`config.mk`:
```
export PLATFORM = sky130hd
export DESIGN_NAME = keypad_entry
export DESIGN_NICKNAME = d
export VERILOG_FILES = /design/src/rtl/keypad_entry.sv
export SDC_FILE = /design/constraint.sdc
export NUM_CORES = 1
export LEC_CHECK = 0
export ABC_AREA = 1
export BUFFER_PORTS_ARGS = -buffer_cell sky130_fd_sc_hd__clkbuf_2
export CAP_MARGIN = 20
export CORE_ASPECT_RATIO = 1.2
export CORE_UTILIZATION = 55
export CTS_BUF_LIST = sky130_fd_sc_hd__clkbuf_16
export DETAILED_ROUTE_END_ITERATION = 7
export PLACE_DENSITY = 0.74
export SETUP_SLACK_MARGIN = 0.1
export SKIP_LAST_GASP = 1
export SYNTH_ARGS = -nofsm -noshare
export SYNTH_HDL_FRONTEND = slang
export SYNTH_SLANG_ARGS = --single-unit
```
`constraint.sdc`:
```
create_clock -name clk_i -period 3.76 [get_ports clk_i]
set_input_delay 0.752 -clock clk_i [delete_from_list [all_inputs] [get_ports clk_i]]
set_output_delay 0.752 -clock clk_i [all_outputs]
set_load 0.03 [all_outputs]
```
`src/rtl/keypad_entry.sv`:
```
// 4x4 matrix keypad scanner with per-key debounce and signed decimal operand entry.
// Digits build a magnitude/sign pair bounded to the display range -999..+9999.
module keypad_entry #(
   parameter int SCAN_DIV        = 1000,
   parameter int DEBOUNCE_CYCLES = 20000
) (
   input  logic        clk_i,
   input  logic        rst_n_i,
   input  logic [3:0]  col_i,
   output logic [3:0]  row_o,
   output logic        key_valid_o,
   output logic [3:0]  key_code_o,
   output logic        op_valid_o,
   output logic [1:0]  op_code_o,
   output logic [15:0] entry_value_o,
   output logic        entry_rej_o
);

   // state    | meaning
   // ST_SCAN  | drive row k for SCAN_DIV cycles, sample columns on the last one
   // ST_DEB   | row k held, count consecutive low cycles on column c
   // ST_HELD  | key accepted, wait for DEBOUNCE_CYCLES cycles of all columns high
   typedef enum logic [1:0] {
      ST_SCAN = 2'd0,
      ST_DEB  = 2'd1,
      ST_HELD = 2'd2
   } state_t;

   localparam int MAXC = (SCAN_DIV > DEBOUNCE_CYCLES) ? SCAN_DIV : DEBOUNCE_CYCLES;
   localparam int CW   = $clog2(MAXC + 1);
   localparam logic [CW-1:0] SCAN_LAST = CW'(SCAN_DIV - 1);
   localparam logic [CW-1:0] DEB_LAST  = CW'(DEBOUNCE_CYCLES - 1);

   logic [3:0]    col_s1_q, cs_q;
   state_t        state_q, state_d;
   logic [1:0]    k_q, k_d;
   logic [1:0]    c_q, c_d;
   logic [CW-1:0] cnt_q, cnt_d;
   logic          key_valid_q, key_valid_d;
   logic [3:0]    key_code_q, key_code_d;
   logic          op_valid_q, op_valid_d;
   logic [1:0]    op_code_q, op_code_d;
   logic [13:0]   mag_q, mag_d;
   logic          neg_q, neg_d;
   logic          rej_q, rej_d;

   logic [1:0]    low_idx;
   logic [3:0]    code_now;
   logic [16:0]   mul10;
   logic [16:0]   cand;
   logic [16:0]   limit;
   logic [15:0]   mag_ext;

   function automatic logic [3:0] key_map(input logic [1:0] r, input logic [1:0] c);
      logic [3:0] code;
      case ({r, c})
         4'h0: code = 4'h1;
         4'h1: code = 4'h2;
         4'h2: code = 4'h3;
         4'h3: code = 4'hA;
         4'h4: code = 4'h4;
         4'h5: code = 4'h5;
         4'h6: code = 4'h6;
         4'h7: code = 4'hB;
         4'h8: code = 4'h7;
         4'h9: code = 4'h8;
         4'hA: code = 4'h9;
         4'hB: code = 4'hC;
         4'hC: code = 4'hE;
         4'hD: code = 4'h0;
         4'hE: code = 4'hF;
         default: code = 4'hD;
      endcase
      return code;
   endfunction

   always_comb begin
      low_idx = 2'd3;
      if (!cs_q[0])      low_idx = 2'd0;
      else if (!cs_q[1]) low_idx = 2'd1;
      else if (!cs_q[2]) low_idx = 2'd2;
   end

   assign code_now = key_map(k_q, c_q);

   always_comb begin
      state_d     = state_q;
      k_d         = k_q;
      c_d         = c_q;
      cnt_d       = cnt_q;
      key_valid_d = 1'b0;
      key_code_d  = key_code_q;
      op_valid_d  = 1'b0;
      op_code_d   = op_code_q;
      case (state_q)
         ST_SCAN: begin
            if (cnt_q == SCAN_LAST) begin
               cnt_d = '0;
               if (cs_q != 4'hF) begin
                  c_d     = low_idx;
                  state_d = ST_DEB;
               end else begin
                  k_d = k_q + 2'd1;
               end
            end else begin
               cnt_d = cnt_q + 1'b1;
            end
         end
         ST_DEB: begin
            if (cs_q[c_q]) begin
               cnt_d   = '0;
               k_d     = k_q + 2'd1;
               state_d = ST_SCAN;
            end else if (cnt_q == DEB_LAST) begin
               cnt_d       = '0;
               key_valid_d = 1'b1;
               key_code_d  = code_now;
               state_d     = ST_HELD;
               // A..D occupy codes 10..13 contiguously
               if (code_now >= 4'hA && code_now <= 4'hD) begin
                  op_valid_d = 1'b1;
                  op_code_d  = 2'(code_now - 4'hA);
               end
            end else begin
               cnt_d = cnt_q + 1'b1;
            end
         end
         ST_HELD: begin
            if (cs_q != 4'hF) begin
               cnt_d = '0;
            end else if (cnt_q == DEB_LAST) begin
               cnt_d   = '0;
               k_d     = k_q + 2'd1;
               state_d = ST_SCAN;
            end else begin
               cnt_d = cnt_q + 1'b1;
            end
         end
         default: begin
            cnt_d   = '0;
            state_d = ST_SCAN;
         end
      endcase
   end

   assign mul10 = ({3'b000, mag_q} << 3) + ({3'b000, mag_q} << 1);
   assign cand  = mul10 + {13'd0, key_code_q};
   assign limit = neg_q ? 17'd999 : 17'd9999;

   always_comb begin
      mag_d = mag_q;
      neg_d = neg_q;
      rej_d = 1'b0;
      if (key_valid_q) begin
         if (key_code_q <= 4'd9) begin
            if (cand <= limit) mag_d = cand[13:0];
            else               rej_d = 1'b1;
         end else if (key_code_q == 4'hF) begin
            if (mag_q <= 14'd999) neg_d = ~neg_q;
            else                  rej_d = 1'b1;
         end else begin
            mag_d = '0;
            neg_d = 1'b0;
         end
      end
   end

   always_ff @(posedge clk_i) begin
      if (!rst_n_i) begin
         col_s1_q    <= 4'hF;
         cs_q        <= 4'hF;
         state_q     <= ST_SCAN;
         k_q         <= 2'd0;
         c_q         <= 2'd0;
         cnt_q       <= '0;
         key_valid_q <= 1'b0;
         key_code_q  <= 4'h0;
         op_valid_q  <= 1'b0;
         op_code_q   <= 2'd0;
         mag_q       <= '0;
         neg_q       <= 1'b0;
         rej_q       <= 1'b0;
      end else begin
         col_s1_q    <= col_i;
         cs_q        <= col_s1_q;
         state_q     <= state_d;
         k_q         <= k_d;
         c_q         <= c_d;
         cnt_q       <= cnt_d;
         key_valid_q <= key_valid_d;
         key_code_q  <= key_code_d;
         op_valid_q  <= op_valid_d;
         op_code_q   <= op_code_d;
         mag_q       <= mag_d;
         neg_q       <= neg_d;
         rej_q       <= rej_d;
      end
   end

   assign mag_ext       = {2'b00, mag_q};
   assign row_o         = ~(4'b0001 << k_q);
   assign key_valid_o   = key_valid_q;
   assign key_code_o    = key_code_q;
   assign op_valid_o    = op_valid_q;
   assign op_code_o     = op_code_q;
   assign entry_value_o = neg_q ? (16'd0 - mag_ext) : mag_ext;
   assign entry_rej_o   = rej_q;

endmodule

```
==> impl_metrics.env, run 1 <==
export IMPL_hold_ws_ns=0.413
export IMPL_crit_path_max_delay_family="adder cells"
export IMPL_timing_critical_path_to_type="register"
export IMPL_grt_util_all_layers_pct=25.7
export IMPL_fin_crit_ns=3.45
export IMPL_vias_per_cell=5.35
export IMPL_setup_viol_count_final=0
export IMPL_remaining_antenna_violation_count_after_routing=0
export IMPL_critical_path_reg2reg_startpoint="mag_q[2]$_SDFFE_PN0P_"
export IMPL_synth_cell_area_um2=4090
export IMPL_cts_htree_levels=2
export IMPL_detail_route_iter0_violations=204
export IMPL_netlist_top_cell_by_area="sky130_fd_sc_hd__dfxtp_1"
export IMPL_power_switching_w=0.000219
export IMPL_clock_network_fraction_of_design_power_pct=45.8
export IMPL_yosysTopAreaCellShare_pct=25.9
export IMPL_synth_enable_flop_cells=0
export IMPL_final_max_slew_violation_count=0
export IMPL_flow_area_growth_from_synthesis_pct=13.4
export IMPL_routability_congestion_estimate=0.914
export IMPL_drc_errors=0
export IMPL_clock_latency_ns=0.29
export IMPL_power_leakage_nw=2.35
export IMPL_route_vias_total=4037
export IMPL_netSwitchingFraction_pct=19.7
export IMPL_share_of_the_cycle_needed_by_the_critical_path_after_routing_pct=91.7
export IMPL_timing_critical_path_slowest_stage_cell="sky130_fd_sc_hd__fa_1"
export IMPL_instances_no_fill=755
export IMPL_internal_power_w=0.000892
export IMPL_worstMarginPinSlew_ns=0.520
export IMPL_rr_endpoint="entry_rej_o$_SDFF_PN0_"
export IMPL_data_arrival_time_of_the_critical_path_ns=3.60
export IMPL_clock_skew_final_ns=0.0109
export IMPL_remaining_global_route_overflow=0
export IMPL_critPathMaxStageDelay_ns=0.59
export IMPL_via_count_of_the_first_global_routing_pass=3694
export IMPL_critical_path_cell_chain="inv_1 -> fa_1 -> inv_1 -> ha_1 -> nand2_1 -> nor2_1 -> nand2_1 -> nand3_2 -> nand2_2 -> nand2_2 -> a31oi_4 -> xnor2_2 -> ha_1 -> nand4_1 -> nor2_2 -> nand3_2 -> nor2_2 -> a21oi_2 -> buf_6 -> a21oi_1 -> nor3_1"
export IMPL_layout_cell_area_non_filler_um2=4640
export IMPL_dominant_cell_by_count_in_the_synthesized_netlist="sky130_fd_sc_hd__nand2_1"
export IMPL_worst_ir_drop_vdd_mv=0.437
export IMPL_pin_count_of_the_biggest_net_entering_global_routing=29
export IMPL_route_detailed_wl_per_inst_um=12.9
export IMPL_detail_route_wirelength_um=9710
export IMPL_ys_top_cells_by_count="sky130_fd_sc_hd__nand2_1, sky130_fd_sc_hd__inv_1, sky130_fd_sc_hd__nor2_1, sky130_fd_sc_hd__dfxtp_1, sky130_fd_sc_hd__a21oi_1"
export IMPL_fraction_of_the_yosys_area_taken_by_sequential_cells_pct=25.9
export IMPL_grt_first_pass_wirelength_um=15700
export IMPL_reg2reg_slack_ns=0.31
export IMPL_antenna_found_initial=0
export IMPL_layout_drive_gt1_share_pct=13.2
export IMPL_hold_start="col_s1_q[0]$_SDFF_PN1_"
export IMPL_detail_route_first_pass_iterations=5
export IMPL_syn_nets=673
export IMPL_fp_dieH_um=96.5
export IMPL_finish_utilization_pct=64.1
export IMPL_path_max_fanout=5
export IMPL_die_width_um=80.7
export IMPL_share_comb_of_total_power_pct=2.8
export IMPL_netlist_cell_type_count=36
export IMPL_postPlaceCellArea_um2=4370
export IMPL_synth_async_reset_ratio_pct=0
export IMPL_netlist_top_cells_area="sky130_fd_sc_hd__dfxtp_1, sky130_fd_sc_hd__ha_1, sky130_fd_sc_hd__nand2_1"
export IMPL_timing_max_cap_violations=0
export IMPL_synth_area_per_cell_um2=6.58
export IMPL_placed_cells=743
export IMPL_insertedDiodeCount=0
export IMPL_placementRows=34
export IMPL_yosys_most_used_dff="sky130_fd_sc_hd__dfxtp_1"
export IMPL_ys_warn_count=0
export IMPL_finalHoldViolCount=0
export IMPL_pin_count=35
export IMPL_root_driver="sky130_fd_sc_hd__clkbuf_16"
export IMPL_synth_register_bits=53
export IMPL_cts_inserted_buffers=5
export IMPL_power_per_cell_area_nw_per_um2=240
export IMPL_cp_required_ns=3.91
export IMPL_detailed_place_hpwl_um=7320
export IMPL_clkSlewWorstSetupHoldPaths_ns=0.07
export IMPL_slew_headroom_pct=65.3
export IMPL_seq_power_share_pct=51.4
export IMPL_hold_path_depth=1
export IMPL_initial_core_util_pct=56.6
export IMPL_setup_tns_after_final_layout_ns=0
export IMPL_clk_path_buf_depth=2
export IMPL_cp_num_buf_inv=3
export IMPL_final_nets=715
export IMPL_postSynthCellCount=622
export IMPL_cts_hold_repair_buffers=0
export IMPL_path_class="register to register"
export IMPL_startpoint_type="register"
export IMPL_cts_tree="yes"
export IMPL_outcome="complete, no violations"
export IMPL_rsz_0062_raised_after_global_routing="true"
export IMPL_cts_num_sinks=53
export IMPL_ff2ff_path_depth=21
export IMPL_max_freq_mhz=290
export IMPL_die_area_um2=7790
export IMPL_numPortBuffers=34
export IMPL_timing_hold_worst_endpoint="cs_q[0]$_SDFF_PN1_"
export IMPL_core_um2=7230
export IMPL_worst_hold_path_type="register to register"
## layout make-up
type / count / area, um^2
Multi-Input combinational cell: 462 / 2680
Inverter: 98 / 368
Clock inverter: 3 / 41.3
Clock buffer: 5 / 125
Tap cell: 90 / 113
Fill cell: 667 / 2590
Sequential cell: 53 / 1060
Timing Repair Buffer: 44 / 249
## logic make-up after synthesis
logic type | Yosys count | share of synthesized area (%)
flops | 53 | 25.9
buf+inv | 110 | 10.8
compound gates | 76 | 9.82
fa+ha+maj | 45 | 14.1
xor+xnor | 23 | 4.92
simple gates | 315 | 34.4
## layout by cell type (no fill, tap or decap), types with 15 or more instances in the layout
cell,n
sky130_fd_sc_hd__xor2_1,19
sky130_fd_sc_hd__nor3_1,15
sky130_fd_sc_hd__o21ai_0,21
sky130_fd_sc_hd__clkbuf_2,34
sky130_fd_sc_hd__inv_1,96
sky130_fd_sc_hd__dfxtp_1,51
sky130_fd_sc_hd__a21oi_1,44
sky130_fd_sc_hd__ha_1,43
sky130_fd_sc_hd__nor2_1,72
sky130_fd_sc_hd__nand2_1,136
sky130_fd_sc_hd__nand3_1,39
## layer usage
| layer | track usage, % | routed length (um) |
|---|---|---|
| met5 | 0 | 0 |
| met4 | 10.1 | 302 |
| met3 | 2.82 | 306 |
| met2 | 48.5 | 4990 |
| met1 | 29.1 | 4100 |
## repair_timing
| item | 4_1_cts | 5_1_grt |
|---|---|---|
| endpoints found under the setup margin | 0 | 15 |
| hold endpoints to repair | 0 | 0 |
| resized for setup | 0 | 16 |
| setup buffers | 0 | 1 |
## power groups by stage
| stage | Clock (W) | Sequential [W] | Combinational, W |
|---|---|---|---|
| floorplan | 0 | 0.000583 | 0.0000232 |
| global placement | 0 | 0.000584 | 0.0000294 |
| detailed placement | 0 | 0.000584 | 0.0000306 |
| CTS | 0.000518 | 0.000571 | 0.0000308 |
| global route | 0.000542 | 0.000572 | 0.0000366 |
| finish | 0.000509 | 0.000571 | 0.0000308 |
## flip-flops by register name, indices dropped and copies added (netlist names)
name / count
key_code_o: 4
key_valid_o: 1
cnt_q: 15
entry_rej_o: 1
neg_q: 1
k_q: 2
cs_q: 4
state_q: 2
mag_q: 14
c_q: 2
op_code_o: 2
op_valid_o: 1
col_s1_q: 4
## metrics by stage
| step | power (W) | worst slack [ns] |
|---|---|---|
| finish | 0.00111 | 0.310 |
| global route | 0.00115 | 0.0787 |
| CTS | 0.00112 | 0.116 |
| detailed placement | 0.000615 | 0.151 |
| global placement | 0.000613 | 0.217 |
| floorplan | 0.000606 | 0.306 |
## worst max-delay path by stage
stage	from	cells past startpoint	slack [ns]	endpoint
floorplan	key_code_o[3]$_SDFFE_PN0P_	22	0.31	mag_q[2]$_SDFFE_PN0P_
global placement	key_code_o[3]$_SDFFE_PN0P_	22	0.22	mag_q[0]$_SDFFE_PN0P_
detailed placement	key_code_o[3]$_SDFFE_PN0P_	22	0.15	mag_q[10]$_SDFFE_PN0P_
CTS	key_code_o[3]$_SDFFE_PN0P_	22	0.12	mag_q[10]$_SDFFE_PN0P_
global route	mag_q[2]$_SDFFE_PN0P_	23	0.08	mag_q[10]$_SDFFE_PN0P_
finish	mag_q[2]$_SDFFE_PN0P_	21	0.31	entry_rej_o$_SDFF_PN0_
Power figures use the tool's default switching activity.
==> inputs of run 2 (changes only) <==
Settings changed: CELL_PAD_IN_SITES_DETAIL_PLACEMENT from default to 1, CELL_PAD_IN_SITES_GLOBAL_PLACEMENT from default to 1, CORE_MARGIN from default to 3, CORE_UTILIZATION 55 to 43, PLACE_DENSITY 0.74 to default, PLACE_DENSITY_LB_ADDON from default to 0.1.
==> impl_metrics.env, run 2 (synthesis results as in run 1) <==
export IMPL_wl_met3_um=143
export IMPL_fp_dieH_um=113
export IMPL_vias_per_cell=5.25
export IMPL_worstMarginPinSlew_ns=0.583
export IMPL_detail_route_wirelength_um=12400
export IMPL_placed_cells=777
export IMPL_mostFrequentLayoutCells="sky130_fd_sc_hd__nand2_1, sky130_fd_sc_hd__inv_1, sky130_fd_sc_hd__nor2_1"
export IMPL_core_um2=9180
export IMPL_multi_input_area_um2=2740
export IMPL_clock_skew_final_ns=0.00770
export IMPL_final_max_slew_violation_count=0
export IMPL_grt_util_all_layers_pct=23.2
export IMPL_most_common_cell_after_layout_fill_and_taps_aside="sky130_fd_sc_hd__nand2_1"
export IMPL_numPortBuffers=34
export IMPL_detailed_place_hpwl_um=9450
export IMPL_pin_count=35
export IMPL_share_of_the_cycle_needed_by_the_critical_path_after_routing_pct=93.6
export IMPL_final_nets=720
export IMPL_die_area_um2=10700
export IMPL_power_leakage_nw=2.37
export IMPL_detail_route_iter0_violations=140
export IMPL_met2_wirelength_um=6980
export IMPL_die_width_um=95.0
export IMPL_path_class="register to register"
export IMPL_cp_required_ns=3.95
export IMPL_antenna_found_initial=0
export IMPL_critPathMaxStageDelay_ns=0.47
export IMPL_startpoint_type="register"
export IMPL_timing_critical_path_slowest_stage_cell="sky130_fd_sc_hd__fa_1"
export IMPL_detail_route_first_pass_iterations=4
export IMPL_timing_max_cap_violations=0
export IMPL_top_register="cnt_q"
export IMPL_cts_num_sinks=53
export IMPL_largest_register_ffs=15
export IMPL_max_freq_mhz=284
export IMPL_pin_count_of_the_biggest_net_entering_global_routing=29
export IMPL_slew_headroom_pct=60.8
export IMPL_routedLengthMet1_um=5080
export IMPL_timing_critical_path_to_type="register"
export IMPL_finalHoldViolCount=0
export IMPL_topRoutingLayerUsed="met4"
export IMPL_critical_path_cell_chain="inv_2 -> fa_1 -> buf_4 -> fa_1 -> inv_1 -> nand3_1 -> nand3_2 -> buf_4 -> a21oi_1 -> xnor2_2 -> ha_1 -> inv_1 -> nor2_1 -> nand2_1 -> nand3_1 -> nand2_1 -> nand2_4 -> nand2_8 -> a21oi_1 -> nor2_1"
export IMPL_totalPowerFinal_w=0.00106
export IMPL_worst_hold_path_type="register to register"
export IMPL_rsz_0062_raised_after_global_routing="true"
export IMPL_clock_latency_ns=0.29
export IMPL_cts_htree_levels=2
export IMPL_instances_no_fill=790
export IMPL_finish_utilization_pct=51.8
export IMPL_route_detailed_wl_per_inst_um=15.7
export IMPL_outcome="complete, no violations"
export IMPL_worst_ir_drop_vdd_mv=0.247
export IMPL_final_seq_area_um2=1070
export IMPL_fill_cells=1255
export IMPL_remaining_antenna_violation_count_after_routing=0
export IMPL_clkSlewWorstSetupHoldPaths_ns=0.07
export IMPL_placementRows=38
export IMPL_initial_core_util_pct=44.6
export IMPL_layout_drive_gt1_share_pct=16.0
export IMPL_flow_area_growth_from_synthesis_pct=16.3
export IMPL_setup_viol_count_final=0
export IMPL_cts_inserted_buffers=5
export IMPL_routability_congestion_estimate=0.870
export IMPL_reg_largest_list="cnt_q x15, mag_q x14"
export IMPL_root_driver="sky130_fd_sc_hd__clkbuf_16"
export IMPL_path_max_fanout=7
export IMPL_data_arrival_time_of_the_critical_path_ns=3.71
export IMPL_grt_first_pass_wirelength_um=20100
export IMPL_remaining_global_route_overflow=0
export IMPL_route_vias_total=4149
export IMPL_cts_tree="yes"
export IMPL_insertedDiodeCount=0
export IMPL_via_count_of_the_first_global_routing_pass=4346
export IMPL_clk_path_buf_depth=2
export IMPL_power_per_cell_area_nw_per_um2=223
export IMPL_fin_crit_ns=3.52
export IMPL_drc_errors=0
==> run 2: cell count changes in the layout (fill, tap and decap cells not counted), moves of 3 or more <==
cell,before,now
sky130_fd_sc_hd__buf_4,9,14
sky130_fd_sc_hd__nand3_1,39,35
sky130_fd_sc_hd__nand3_2,5,9
sky130_fd_sc_hd__ha_1,43,40
==> run 2: final timing paths <==
| check | slack (ns) | cells past startpoint | startpoint | endpoint |
|---|---|---|---|---|
| worst min register to register | 0.41 | 1 | col_s1_q[1]$_SDFF_PN1_ | cs_q[1]$_SDFF_PN1_ |
| worst max-delay path | 0.24 | 20 | mag_q[0]$_SDFFE_PN0P_ | mag_q[0]$_SDFFE_PN0P_ |
| worst max register to register | 0.24 | 20 | mag_q[0]$_SDFFE_PN0P_ | mag_q[0]$_SDFFE_PN0P_ |
| worst min-delay path | 0.41 | 1 | col_s1_q[1]$_SDFF_PN1_ | cs_q[1]$_SDFF_PN1_ |
==> run 2: timing repair <==
action	4_1_cts	5_1_grt
setup buffers	1	1
pin swaps	2	10
gates resized for setup	2	28
gates cloned	1	2
hold buffers	0	0
endpoints found under the setup margin	12	15
==> run 2: worst max-delay path, delay by kind of cell, from the launching register on <==
kind | cells | cell delay [ns]
XOR/XNOR | 1 | 0.17
adder cells (fa/ha/maj) | 3 | 1.18
buffers and inverters | 5 | 0.45
flip-flops | 1 | 0.35
AND/OR/NAND/NOR | 9 | 0.99
AO/OA/AOI/OAI | 2 | 0.25
==> run 2: metrics by stage <==
step / setup slack, ns / area, um^2 / hold slack [ns] / setup TNS, ns
global route: -0.00614 / 4760 / 0.435 / -0.00614
floorplan: 0.306 / 4090 / 0.393 / 0
CTS: 0.103 / 4600 / 0.419 / 0
global placement: 0.206 / 4430 / 0.395 / 0
finish: 0.240 / 4760 / 0.415 / 0
detailed placement: 0.115 / 4430 / 0.400 / 0
==> run 2: report_power, final <==
| part | switching, W | internal (W) | leakage, nW |
|---|---|---|---|
| clock network | 0.000213 | 0.000245 | 0.0696 |
| registers | 0.00000321 | 0.000568 | 0.431 |
| logic | 0.0000195 | 0.0000125 | 1.87 |
| total | 0.000235 | 0.000825 | 2.37 |
==> run 2: per-layer routing <==
metal,global-route usage (%),up-vias
met2,46.0,40
met4,5.39,0
met3,2.19,17
met1,25.8,2009
met5,0,-
li1,-,2083
==> run 2: final cells by class <==
cell class	instances	area share, %
Inverter	98	7.73
Clock buffer	5	2.63
Multi-Input combinational cell	462	57.7
Tap cell	120	3.16
Timing Repair Buffer	49	6.02
Clock inverter	3	0.368
Sequential cell	53	22.4
==> inputs of run 3 (changes only) <==
Settings changed: CORE_ASPECT_RATIO 1.2 to 0.7.
==> impl_metrics.env, run 3 (synthesis results as in run 1) <==
export IMPL_startpoint_type="register"
export IMPL_clk_path_buf_depth=2
export IMPL_reg_largest_list="cnt_q x15, mag_q x14"
export IMPL_cp_required_ns=3.95
export IMPL_detailed_place_hpwl_um=9620
export IMPL_numPortBuffers=34
export IMPL_rsz_0062_raised_after_global_routing="true"
export IMPL_grt_first_pass_wirelength_um=20800
export IMPL_crit_path_start="key_code_o[3]$_SDFFE_PN0P_"
export IMPL_largest_register_ffs=15
export IMPL_via_count_of_the_first_global_routing_pass=4168
export IMPL_cts_num_sinks=53
export IMPL_ff2ff_path_depth=23
export IMPL_detail_route_wirelength_um=12800
export IMPL_critical_path_reg2reg_startpoint="key_code_o[3]$_SDFFE_PN0P_"
export IMPL_instances_no_fill=793
export IMPL_max_freq_mhz=282
export IMPL_grt_util_all_layers_pct=24.2
export IMPL_cts_hold_repair_buffers=0
export IMPL_reg2reg_slack_ns=0.21
export IMPL_route_vias_total=4177
export IMPL_rr_endpoint="mag_q[13]$_SDFFE_PN0P_"
export IMPL_detail_route_iter0_violations=246
export IMPL_most_common_cell_after_layout_fill_and_taps_aside="sky130_fd_sc_hd__nand2_1"
export IMPL_mostFrequentLayoutCells="sky130_fd_sc_hd__nand2_1, sky130_fd_sc_hd__inv_1, sky130_fd_sc_hd__nor2_1"
export IMPL_worst_ir_drop_vdd_mv=0.175
export IMPL_path_max_fanout=7
export IMPL_fin_crit_ns=3.55
export IMPL_finalHoldViolCount=0
export IMPL_routability_congestion_estimate=0.844
export IMPL_share_of_the_cycle_needed_by_the_critical_path_after_routing_pct=94.3
export IMPL_route_detailed_wl_per_inst_um=16.1
export IMPL_detail_route_first_pass_iterations=4
export IMPL_clock_skew_final_ns=0.00431
export IMPL_die_area_um2=10700
export IMPL_cts_tree="yes"
export IMPL_placementRows=29
export IMPL_power_leakage_nw=2.40
export IMPL_cts_inserted_buffers=5
export IMPL_antenna_found_initial=0
export IMPL_path_class="register to register"
export IMPL_outcome="complete, no violations"
export IMPL_core_um2=9140
export IMPL_placed_cells=778
export IMPL_worstMarginPinSlew_ns=0.625
export IMPL_remaining_global_route_overflow=0
export IMPL_power_per_cell_area_nw_per_um2=234
export IMPL_vias_per_cell=5.27
export IMPL_pin_count=35
export IMPL_fp_dieH_um=87.6
export IMPL_pin_count_of_the_biggest_net_entering_global_routing=29
export IMPL_cts_htree_levels=2
export IMPL_remaining_antenna_violation_count_after_routing=0
export IMPL_die_width_um=123
export IMPL_final_max_slew_violation_count=0
export IMPL_clkSlewWorstSetupHoldPaths_ns=0.07
export IMPL_root_driver="sky130_fd_sc_hd__clkbuf_16"
export IMPL_timing_max_cap_violations=0
export IMPL_setup_viol_count_final=0
export IMPL_top_register="cnt_q"
export IMPL_initial_core_util_pct=44.7
export IMPL_crit_path_end="mag_q[13]$_SDFFE_PN0P_"
export IMPL_insertedDiodeCount=0
export IMPL_placement_setup_worst_slack_ns=-0.0582
export IMPL_clock_latency_ns=0.29
export IMPL_data_arrival_time_of_the_critical_path_ns=3.74
export IMPL_flow_area_growth_from_synthesis_pct=18.1
export IMPL_slew_headroom_pct=58.0
export IMPL_final_nets=719
export IMPL_drc_errors=0
export IMPL_worst_hold_path_type="register to register"
export IMPL_fin_ws_ns=0.212
export IMPL_timing_critical_path_to_type="register"
export IMPL_layout_drive_gt1_share_pct=16.7
run 3: cell types whose count changed in the layout (fill, tap and decap cells not counted), moves of 2 or more:
cell / change
sky130_fd_sc_hd__nand2_4: +2
sky130_fd_sc_hd__dfxtp_4: +2
sky130_fd_sc_hd__dfxtp_2: -3
sky130_fd_sc_hd__nand3_2: +3
sky130_fd_sc_hd__nand3_1: -4
sky130_fd_sc_hd__clkinv_2: -2
run 3: area by class of cell:
class,instances,area (um^2)
clock buffer,5,125
clock inverter,3,41.3
fill,1241,4310
inverter,98,370
multi-input combinational,461,2780
sequential,53,1070
tap,124,155
timing repair buffer,49,287
run 3: stage by stage:
| step | instance area [um^2] | TNS [ns] | total power, W | hold WS [ns] | util, % |
|---|---|---|---|---|---|
| finish | 4830 | 0 | 0.00113 | 0.416 | 52.8 |
| global route | 4830 | 0 | 0.00117 | 0.434 | 52.8 |
| CTS | 4620 | 0 | 0.00114 | 0.417 | 50.5 |
| detailed placement | 4420 | -0.178 | 0.000617 | 0.399 | 48.3 |
| global placement | 4420 | 0 | 0.000614 | 0.394 | 48.3 |
| floorplan | 4090 | 0 | 0.000606 | 0.393 | - |
run 3: per-layer routing:
layer / share of wire [%] / track usage, % / wire [um] / up-vias
met5: 0 / 0 / 0 / -
met4: 0.60 / 3.35 / 77 / 0
met3: 5.6 / 3.62 / 719 / 10
met2: 42 / 37.2 / 5390 / 101
met1: 52 / 36.6 / 6600 / 1980
li1: - / - / - / 2086
run 3: worst max-delay path: stages (launching register included):
cell	delay (ns)
sky130_fd_sc_hd__dfxtp_4	0.37
sky130_fd_sc_hd__inv_4	0.05
sky130_fd_sc_hd__fa_2	0.59
sky130_fd_sc_hd__inv_2	0.05
sky130_fd_sc_hd__ha_4	0.27
sky130_fd_sc_hd__nand2_2	0.04
sky130_fd_sc_hd__nor2_1	0.09
sky130_fd_sc_hd__nand2_1	0.10
sky130_fd_sc_hd__nand3_4	0.13
sky130_fd_sc_hd__nand2_4	0.07
sky130_fd_sc_hd__nand2_4	0.09
sky130_fd_sc_hd__a31oi_4	0.10
sky130_fd_sc_hd__xnor2_2	0.18
sky130_fd_sc_hd__ha_4	0.29
sky130_fd_sc_hd__nand4_1	0.10
sky130_fd_sc_hd__nor2_2	0.16
sky130_fd_sc_hd__nand3_2	0.09
sky130_fd_sc_hd__nor2_2	0.13
sky130_fd_sc_hd__a21oi_2	0.07
sky130_fd_sc_hd__buf_6	0.17
sky130_fd_sc_hd__nand2_8	0.12
sky130_fd_sc_hd__nand3_2	0.08
sky130_fd_sc_hd__nand2_1	0.09
sky130_fd_sc_hd__nor2_1	0.04
run 3: what timing repair did:
action                     in CTS  in global routing
setup endpoints to repair      14                 15
pin swaps                       5                 19
setup buffers                   1                  4
resized for setup               6                 36
hold endpoints to repair        0                  0
cloned                          1                  1
run 3: power breakdown:
part / switching (W) / internal (W) / leakage, nW
Combinational: 0.0000205 / 0.0000124 / 1.89
Clock: 0.000218 / 0.000312 / 0.0775
Sequential: 0.00000326 / 0.000566 / 0.431
run 3: worst min path at each step:
stage | end | slack (ns) | depth (start not counted) | from
final | cs_q[1]$_SDFF_PN1_ | 0.42 | 1 | col_s1_q[1]$_SDFF_PN1_
after global routing | cs_q[3]$_SDFF_PN1_ | 0.43 | 1 | col_s1_q[3]$_SDFF_PN1_
after CTS | cs_q[3]$_SDFF_PN1_ | 0.42 | 1 | col_s1_q[3]$_SDFF_PN1_
after detailed placement | cs_q[3]$_SDFF_PN1_ | 0.40 | 1 | col_s1_q[3]$_SDFF_PN1_
after global placement | cs_q[2]$_SDFF_PN1_ | 0.39 | 1 | col_s1_q[2]$_SDFF_PN1_
after floorplan | cs_q[0]$_SDFF_PN1_ | 0.39 | 1 | col_s1_q[0]$_SDFF_PN1_
